**src/rtl/tail_light_sequencer.sv**
```systemverilog
`default_nettype none
// ============================================================================
// Module   : tail_light_sequencer
// Purpose  : Six-lamp tail light sequencer. It synchronizes the driver
//            switches, divides clk down to a lamp step rate, arbitrates
//            left/right/hazard requests and overlays the brake lamps.
// Options  : TAIL_BRAKE_EN -- compiles in the brake synchronizer and overlay.
// Revision : 1.0  initial release
// ============================================================================
module tail_light_sequencer #(
  parameter int TICK_DIV = 12_500_000,
  parameter int CNT_W    = 24
) (
  input  logic       clk,
  input  logic       reset,
  input  logic       left_req,
  input  logic       right_req,
  input  logic       hazard_req,
  input  logic       brake,
  output logic [5:0] y,
  output logic [1:0] mode,
  output logic       busy,
  output logic       step
);

  typedef enum logic [1:0] {
    S_IDLE = 2'd0,
    S_PH1  = 2'd1,
    S_PH2  = 2'd2,
    S_PH3  = 2'd3
  } state_t;

  localparam logic [1:0]       c_mode_none   = 2'b00;
  localparam logic [1:0]       c_mode_left   = 2'b01;
  localparam logic [1:0]       c_mode_right  = 2'b10;
  localparam logic [1:0]       c_mode_hazard = 2'b11;
  localparam logic [CNT_W-1:0] c_cnt_last    = CNT_W'(TICK_DIV - 1);

  // synchronizer stages, bit order {hazard, right, left}
  logic [2:0]       r_req_meta;
  logic [2:0]       r_req_sync;
  logic             w_brake_sync;

  logic [CNT_W-1:0] r_cnt;
  logic             w_step;

  state_t           r_state;
  state_t           w_state_nxt;
  logic [1:0]       r_mode;
  logic [1:0]       w_mode_nxt;
  logic [1:0]       w_mode_arb;
  logic             w_any_req;
  logic [5:0]       r_y;
  logic [5:0]       w_y_nxt;
  logic             r_busy;
  logic             w_busy_nxt;
  logic [2:0]       w_fill;
  logic [2:0]       w_left_lamps;
  logic [2:0]       w_right_lamps;

  // two-flop synchronizers for the turn and hazard switches
  always_ff @(posedge clk or negedge reset) begin
    if (!reset) begin
      r_req_meta <= '0;
      r_req_sync <= '0;
    end else begin
      r_req_meta <= {hazard_req, right_req, left_req};
      r_req_sync <= r_req_meta;
    end
  end

`ifdef TAIL_BRAKE_EN
  logic r_brake_meta;
  logic r_brake_sync;

  // two-flop synchronizer for the brake pedal
  always_ff @(posedge clk or negedge reset) begin
    if (!reset) begin
      r_brake_meta <= 1'b0;
      r_brake_sync <= 1'b0;
    end else begin
      r_brake_meta <= brake;
      r_brake_sync <= r_brake_meta;
    end
  end

  assign w_brake_sync = r_brake_sync;
`else
  // brake stays on the port list but has no effect in this build
  logic w_unused_brake;
  assign w_unused_brake = brake;
  assign w_brake_sync   = 1'b0;
`endif

  // free-running prescaler; requests never disturb the step cadence
  always_ff @(posedge clk or negedge reset) begin
    if (!reset) begin
      r_cnt <= '0;
    end else if (r_cnt == c_cnt_last) begin
      r_cnt <= '0;
    end else begin
      r_cnt <= r_cnt + CNT_W'(1);
    end
  end

  assign w_step = (r_cnt == c_cnt_last);

  // hazard wins, and both turn switches together also mean hazard
  assign w_any_req  = |r_req_sync;
  assign w_mode_arb = (r_req_sync[2] || (r_req_sync[0] && r_req_sync[1])) ? c_mode_hazard :
                      r_req_sync[0] ? c_mode_left  :
                      r_req_sync[1] ? c_mode_right : c_mode_none;

  // sequencer state, latched mode and registered lamp outputs
  always_ff @(posedge clk or negedge reset) begin
    if (!reset) begin
      r_state <= S_IDLE;
      r_mode  <= c_mode_none;
      r_y     <= '0;
      r_busy  <= 1'b0;
    end else begin
      r_state <= w_state_nxt;
      r_mode  <= w_mode_nxt;
      r_y     <= w_y_nxt;
      r_busy  <= w_busy_nxt;
    end
  end

  // next phase/mode on a step, then the lamp pattern for that phase
  always_comb begin
    w_state_nxt   = r_state;
    w_mode_nxt    = r_mode;
    w_fill        = 3'b000;
    w_left_lamps  = 3'b000;
    w_right_lamps = 3'b000;

    if (w_step) begin
      case (r_state)
        S_IDLE: begin
          if (w_any_req) begin
            w_state_nxt = S_PH1;
            w_mode_nxt  = w_mode_arb;
          end
        end
        S_PH1:   w_state_nxt = S_PH2;
        S_PH2:   w_state_nxt = S_PH3;
        default: begin
          w_state_nxt = S_IDLE;
          w_mode_nxt  = c_mode_none;
        end
      endcase
    end

    // lamps lit counting outward from the inner lamp, LSB = inner
    case (w_state_nxt)
      S_PH1:   w_fill = 3'b001;
      S_PH2:   w_fill = 3'b011;
      S_PH3:   w_fill = 3'b111;
      default: w_fill = 3'b000;
    endcase

    // brake lights every side that is not sequencing
    w_left_lamps  = {3{w_brake_sync}};
    w_right_lamps = {3{w_brake_sync}};
    case (w_mode_nxt)
      c_mode_left:  w_left_lamps  = w_fill;
      c_mode_right: w_right_lamps = {w_fill[0], w_fill[1], w_fill[2]};
      c_mode_hazard: begin
        w_left_lamps  = w_fill;
        w_right_lamps = {w_fill[0], w_fill[1], w_fill[2]};
      end
      default: ;
    endcase

    // left lamps occupy y[5:3] outer..inner, right lamps y[2:0] inner..outer
    w_y_nxt    = {w_left_lamps, w_right_lamps};
    w_busy_nxt = (w_state_nxt != S_IDLE);
  end

  assign y    = r_y;
  assign mode = r_mode;
  assign busy = r_busy;
  assign step = w_step;

endmodule
`default_nettype wire
```
**config.mk**
```make
export PLATFORM = sky130hd
export DESIGN_NAME = tail_light_sequencer
export DESIGN_NICKNAME = d
export VERILOG_FILES = /design/src/rtl/tail_light_sequencer.sv
export SDC_FILE = /design/constraint.sdc
export NUM_CORES = 1
export LEC_CHECK = 0
export ABC_AREA = 0
export CAP_MARGIN = 20
export CELL_PAD_IN_SITES_DETAIL_PLACEMENT = 0
export CELL_PAD_IN_SITES_GLOBAL_PLACEMENT = 1
export CORE_MARGIN = 1.5
export CORE_UTILIZATION = 32
export DETAILED_ROUTE_END_ITERATION = 10
export PLACE_DENSITY_LB_ADDON = 0.1
export SLEW_MARGIN = 15
export SYNTH_ARGS = -nofsm -noshare
export SYNTH_HDL_FRONTEND = slang
export SYNTH_SLANG_ARGS = --single-unit
```
**constraint.sdc**
```tcl
create_clock -name clk -period 4.7 [get_ports clk]
set_input_delay 1.41 -clock clk [delete_from_list [all_inputs] [get_ports clk]]
set_output_delay 1.41 -clock clk [all_outputs]
set_load 0.02 [all_outputs]
```
==> impl_metrics.toml, run 1 <==
[outcome]
run_status = "finished, final reports clean"

[setup_path]
rr_worst_depth = 6
worstPathMaxFanout = 7
end_kind = "output port"
critPathKind = "flop to output port"
critical_path_arrival_ns = 2.34
worst_setup_path_start_kind = "flop"
timing.critical_path.required_ns = 3.29

[place]
placedCellCount = 256
dpl_cell_area_sq_um = 2093
place_hpwl_um = 2749
dp_slack_ns = 1.281
place.gp.congestion = 0.8451
port-buffer-count = 14

[power_and_ir_drop]
worst_ir_drop_vdd_v = 0.0001257
switching_share = 0.2072
clock_power_share = 0.436
p_seq_frac = 0.546
leakage_nw = 0.9013
fin_total_pwr_mw = 0.6523
p_switching_mw = 0.1351
power.share.combinational = 0.018
p_int_mw = 0.5172
power_density_nw_per_um2 = 295.4

[finish]
layout_net_count = 200
final_common_cell = "dfrtp_1"
drive_gt1_frac = 0.09896
post_layout_nonfiller_instances = 264
finish.instance_area_sq_um = 2208
syn_to_final_growth_pct = 17.75
fin_util = 0.3962
n_antenna_cell = 0
final_cell_mix = "41 x dfrtp_1, 14 x nor2_1, 13 x clkdlybuf4s50_1"
final.fill_count = 574

[synth]
yosys_synthesis_warning_count = 0
ys_seq_elements = 41
yosys.cell_types.count = 34
mappedNetlistNets = 182
ys_seq_area_frac = 0.5470
cell_area_after_technology_mapping_sq_um = 1876
syn_avg_cell_area_sq_um = 10.84
number_of_cells_produced_by_synthesis = 173

[timing]
achievable-frequency_ghz = 0.2666
grt_setup_unrepaired = "false"
timing.final.max_slew_violations = 0
finalCritPeriodShare = 0.7981
slew-limit-headroom = 0.3945
worst_case_setup_margin_in_the_final_layout_ns = 0.9488
fin_crit_ns = 3.751
setup_viol = 0
skew_ns = 0.005217
finalHoldViolCount = 0
final.setup.tns_ns = 0
worstMarginPinSlew_ns = 0.9083
worst_hold_slack_ns = 0.3527

[routing]
wl_um = 3877
ant_nets = 0
detail_route.wl_per_cell_um = 14.69
route.vias.total = 1360
post_route_drc_violation_count = 0
drt_pass1_iterations = 4
viasPerCell = 5.152
iteration_0_drc_count_of_the_detailed_router = 83

[clocking]
cts-buffers-inserted = 5
numClockSinks = 41
cts_setup_buffers = 0
clk-insertion-delay-late_ns = 0.29
cts.reportedPaths.clkPinSlew_ns = 0.08
htree_num_levels = 2
tritoncts = "yes"
post_cts_resized = 0
cts_max_path_buffers = 2
cts.root.buffer_cell = "clkbuf_8"
cts_hold_repair.buffers = 0

[die]
die_area_sq_um = 6329
num_rows = 27
core_area_sq_um = 5574
die-height_um = 79.56
design.portCount = 16
start_util = 0.3365
dieWidth_um = 79.56

[global_route]
antenna_found_initial = 0
grt-ovfl-total = 0
grt_pass1_wl_um = 6610
global_routing_usage_summed_across_all_routing_layers = 0.1370
grt_start_max_net_pins = 42
number_of_global_route_vias_before_repair = 1309

[job]
cap_violations = 0

[worst_hold_path]
min_path_cells = 0
min_path_type = "flop to flop"
-- logic make-up after synthesis --
group | count (synthesis) | synth area share
AO/OA/AOI/OAI | 27 | 0.09539
XOR/XNOR | 14 | 0.06538
adder cells (fa/ha/maj) | 3 | 0.02002
buffers and inverters | 13 | 0.02735
flip-flops | 41 | 0.5470
multiplexers | 10 | 0.05537
AND/OR/NAND/NOR | 65 | 0.1894
-- worst max-delay path, cell delays in order, from the launching register on --
cell and delay [ns]:
dfrtp_1 0.41, ha_1 0.22, and4_1 0.32, nand2_1 0.24, nor2_2 0.21, clkdlybuf4s50_1 0.64
-- cell usage after synthesis --
| cell type | n | area [sq um] |
|---|---|---|
| a21oi_2 | 1 | 8.760 |
| and3_1 | 1 | 6.260 |
| xor2_1 | 9 | 78.83 |
| ha_1 | 3 | 37.54 |
| a2111o_1 | 2 | 22.52 |
| and2_1 | 2 | 12.51 |
| o31ai_1 | 2 | 15.01 |
| a211oi_1 | 2 | 15.01 |
| nor2_1 | 15 | 56.30 |
| a21oi_1 | 3 | 15.01 |
| o32ai_1 | 2 | 17.52 |
| mux2i_1 | 7 | 70.07 |
| and4bb_2 | 1 | 12.51 |
| o221ai_1 | 1 | 8.760 |
| inv_1 | 9 | 33.78 |
| nand2_1 | 10 | 37.54 |
| and4_1 | 4 | 35.03 |
| or4_1 | 2 | 15.01 |
| o21ai_0 | 11 | 55.05 |
| or3_1 | 4 | 25.02 |
| clkbuf_1 | 2 | 7.510 |
| o41ai_1 | 1 | 8.760 |
| xnor2_1 | 5 | 43.79 |
| dfrtp_1 | 41 | 1026 |
| nand3_1 | 9 | 45.04 |
| or4_4 | 1 | 11.26 |
| buf_2 | 2 | 10.01 |
| nor4b_1 | 1 | 8.760 |
| mux2_2 | 3 | 33.78 |
| o22ai_1 | 2 | 12.51 |
| nor2b_1 | 3 | 18.77 |
| nor3_1 | 3 | 15.01 |
| nand4_1 | 7 | 43.79 |
| or2_2 | 2 | 12.51 |
-- path summary, 6_finish.rpt --
kind | startpoint | to | slack [ns]
worst max-delay path | r_cnt[0]$_DFF_PN0_ | step | 0.95
worst min-delay path | r_req_meta[1]$_DFF_PN0_ | r_req_sync[1]$_DFF_PN0_ | 0.35
worst max register to register | r_cnt[0]$_DFF_PN0_ | y[1]$_DFF_PN0_ | 2.47
worst min register to register | r_req_meta[1]$_DFF_PN0_ | r_req_sync[1]$_DFF_PN0_ | 0.35
max in group asynchronous | reset | r_cnt[4]$_DFF_PN0_ | 2.89
min in group asynchronous | reset | y[0]$_DFF_PN0_ | 1.25
-- sequential cells by signal, summed over array words and instances, names as in the netlist --
register and cells:
r_cnt 24, y 6, r_req_sync 3, r_req_meta 3, r_state 2, busy 1, mode 2
-- power by group through the flow --
stage               Clock (mW)  Sequential [mW]  Combinational [mW]
floorplan                    0            0.363             0.00179
global placement             0            0.363              0.0123
detailed placement           0            0.363              0.0126
CTS                      0.294            0.356              0.0126
global route             0.313            0.357              0.0139
finish                   0.284            0.356              0.0118
-- final cells by class --
cell class | count | area (sq um) | share of cell area
tap | 72 | 90.09 | 0.04079
inverter | 9 | 33.78 | 0.01530
multi-input combinational | 119 | 800.8 | 0.3626
timing repair buffer | 15 | 142.6 | 0.06459
sequential | 41 | 1026 | 0.4646
clock buffer | 5 | 68.82 | 0.03116
clock inverter | 3 | 46.29 | 0.02096
-- routing by layer --
metal,GRT usage,vias to the layer above,share of wire
met3,0.03086,2,0.039
met5,0,-,0
met2,0.1941,22,0.44
li1,-,653,-
met1,0.2072,683,0.51
met4,0.03684,0,0.0049
Note: power is estimated with default switching activity, not from simulation.
==> run 2, diff against run 1 <==
clock period = 3.1 ns   (was 4.7 ns; I/O delays follow)
==> impl_metrics.toml, run 2 (synthesis gave the netlist of run 1 again) <==
[outcome]
run_status = "finished, final reports clean"

[routing]
post_route_drc_violation_count = 0
route.vias.total = 1361
viasPerCell = 5.117
wl_met2_um = 1601
met3_length_um = 222
highest_metal_layer_with_signal_wires = "met4"
detail_route.wl_per_cell_um = 14.29
drt_pass1_iterations = 5
met1_wl_um = 1924
wl_um = 3800
iteration_0_drc_count_of_the_detailed_router = 100
ant_nets = 0

[die]
die-height_um = 79.56
start_util = 0.3365
design.portCount = 16
die_area_sq_um = 6329
num_rows = 27
dieWidth_um = 79.56
core_area_sq_um = 5574

[power_and_ir_drop]
fin_total_pwr_mw = 0.9215
clock_power_share = 0.395
worst_ir_drop_vdd_v = 0.0002032
p_switching_mw = 0.2158
p_seq_frac = 0.586
switching_share = 0.2342
power_density_nw_per_um2 = 417.8
leakage_nw = 0.9188
power.share.combinational = 0.019
p_int_mw = 0.7057

[setup_path]
end_kind = "output port"
cp_slowest_stage_delay_ns = 0.41
critPathKind = "flop to output port"
r2r-start = "r_cnt[6]$_DFF_PN0_"
regToRegEndpoint = "r_cnt[23]$_DFF_PN0_"
r2r_setup_slack_ns = 1.08
worstPathMaxFanout = 5
crit_path_slowest_cell = "dfrtp_1"
rr_worst_depth = 4
crit_path_cell_trace = "ha_1 -> and4_2 -> nand2_1 -> nor2_2 -> dlymetal6s2s_1"
critical_path_arrival_ns = 1.70
timing.critical_path.required_ns = 2.17
worst_setup_path_start_kind = "flop"

[timing]
achievable-frequency_ghz = 0.3799
final.setup.tns_ns = 0
fin_crit_ns = 2.633
timing.final.max_slew_violations = 0
grt_setup_unrepaired = "false"
worstMarginPinSlew_ns = 0.8906
worst_hold_slack_ns = 0.3614
worst_case_setup_margin_in_the_final_layout_ns = 0.4675
skew_ns = 0.006716
slew-limit-headroom = 0.4063
setup_viol = 0
finalCritPeriodShare = 0.8492
finalHoldViolCount = 0

[worst_hold_path]
holdCritStartpoint = "r_req_meta[1]$_DFF_PN0_"
min_path_type = "flop to flop"
min_path_cells = 0
min_delay_worst_endpoint = "r_req_sync[1]$_DFF_PN0_"

[clocking]
cts_max_path_buffers = 2
clk-insertion-delay-late_ns = 0.30
cts.reportedPaths.clkPinSlew_ns = 0.09
cts_hold_repair.buffers = 0
cts.root.buffer_cell = "clkbuf_8"
numClockSinks = 41
tritoncts = "yes"
htree_num_levels = 2
cts-buffers-inserted = 5

[finish]
largest-register = "r_cnt"
finish.instance_area_sq_um = 2206
largest_register_ff_count = 24
final_common_cell = "dfrtp_1"
final_cell_mix = "41 x dfrtp_1, 14 x nor2_1, 12 x clkdlybuf4s50_1"
syn_to_final_growth_pct = 17.61
layout_net_count = 202
n_antenna_cell = 0
drive_gt1_frac = 0.1134

[place]
dpl_cell_area_sq_um = 2108
place_hpwl_um = 2688
port-buffer-count = 14
dp_slack_ns = 0.3590
place.gp.congestion = 0.8616

[global_route]
grt-ovfl-total = 0
global_routing_usage_summed_across_all_routing_layers = 0.1354
number_of_global_route_vias_before_repair = 1298
grt_pass1_wl_um = 6548
antenna_found_initial = 0
grt_start_max_net_pins = 42

[job]
cap_violations = 0
run 2: cell types whose count changed in the layout (fill, tap and decap cells not counted), sizes merged:
cell / previous run / this run
buf: 2 / 4
bufinv: 1 / 0
clkdlybuf4s50: 13 / 12
dlymetal6s2s: 0 / 1
inv: 9 / 10
run 2: worst max-delay path by stage:
| stage | to | slack [ns] | from | cells after the start |
|---|---|---|---|---|
| 2_1_floorplan | step | 0.45 | r_cnt[0]$_DFF_PN0_ | 6 |
| 3_3_place_gp | step | 0.34 | r_cnt[0]$_DFF_PN0_ | 5 |
| 3_5_place_dp | step | 0.36 | r_cnt[0]$_DFF_PN0_ | 5 |
| 4_1_cts | step | 0.004 | r_cnt[0]$_DFF_PN0_ | 5 |
| 5_1_grt | step | 0.30 | r_cnt[0]$_DFF_PN0_ | 5 |
| 6_report | step | 0.47 | r_cnt[0]$_DFF_PN0_ | 5 |
run 2: layout make-up:
class                           count  area [sq um]
Clock buffer                        5         68.82
Clock inverter                      3         25.02
Fill cell                         561          3368
Inverter                            9         33.78
Multi-Input combinational cell    119         802.0
Sequential cell                    41          1026
Tap cell                           72         90.09
Timing Repair Buffer               17         160.2
run 2: power groups by stage:
stage          Sequential, mW  Clock [mW]  Combinational, mW
4_1_cts                 0.540       0.379             0.0189
2_1_floorplan           0.550           0            0.00271
5_1_grt                 0.541       0.405             0.0208
3_3_place_gp            0.551           0             0.0187
3_5_place_dp            0.551           0             0.0188
6_report                0.540       0.364             0.0175
run 2: metrics by stage:
step | instances | util
finish | 266 | 0.3957
global route | 266 | 0.3957
CTS | 266 | 0.3951
detailed placement | 258 | 0.3782
global placement | 258 | 0.3782
floorplan | 173 | -
run 2: timing repair:
action,CTS,global route
buffers inserted,0,0
setup endpoints to repair,0,1
gates resized for setup,0,2
run 2: layer usage:
layer | global-route usage | vias up
li1 | - | 660
met3 | 0.03771 | 6
met5 | 0 | -
met2 | 0.1864 | 42
met4 | 0.04211 | 0
met1 | 0.2026 | 653
run 2: critical path, delay by kind of cell (launching register included):
family	cells	cell delay, ns
simple gates	3	0.52
fa+ha+maj	1	0.22
buf+inv	1	0.25
flops	1	0.41
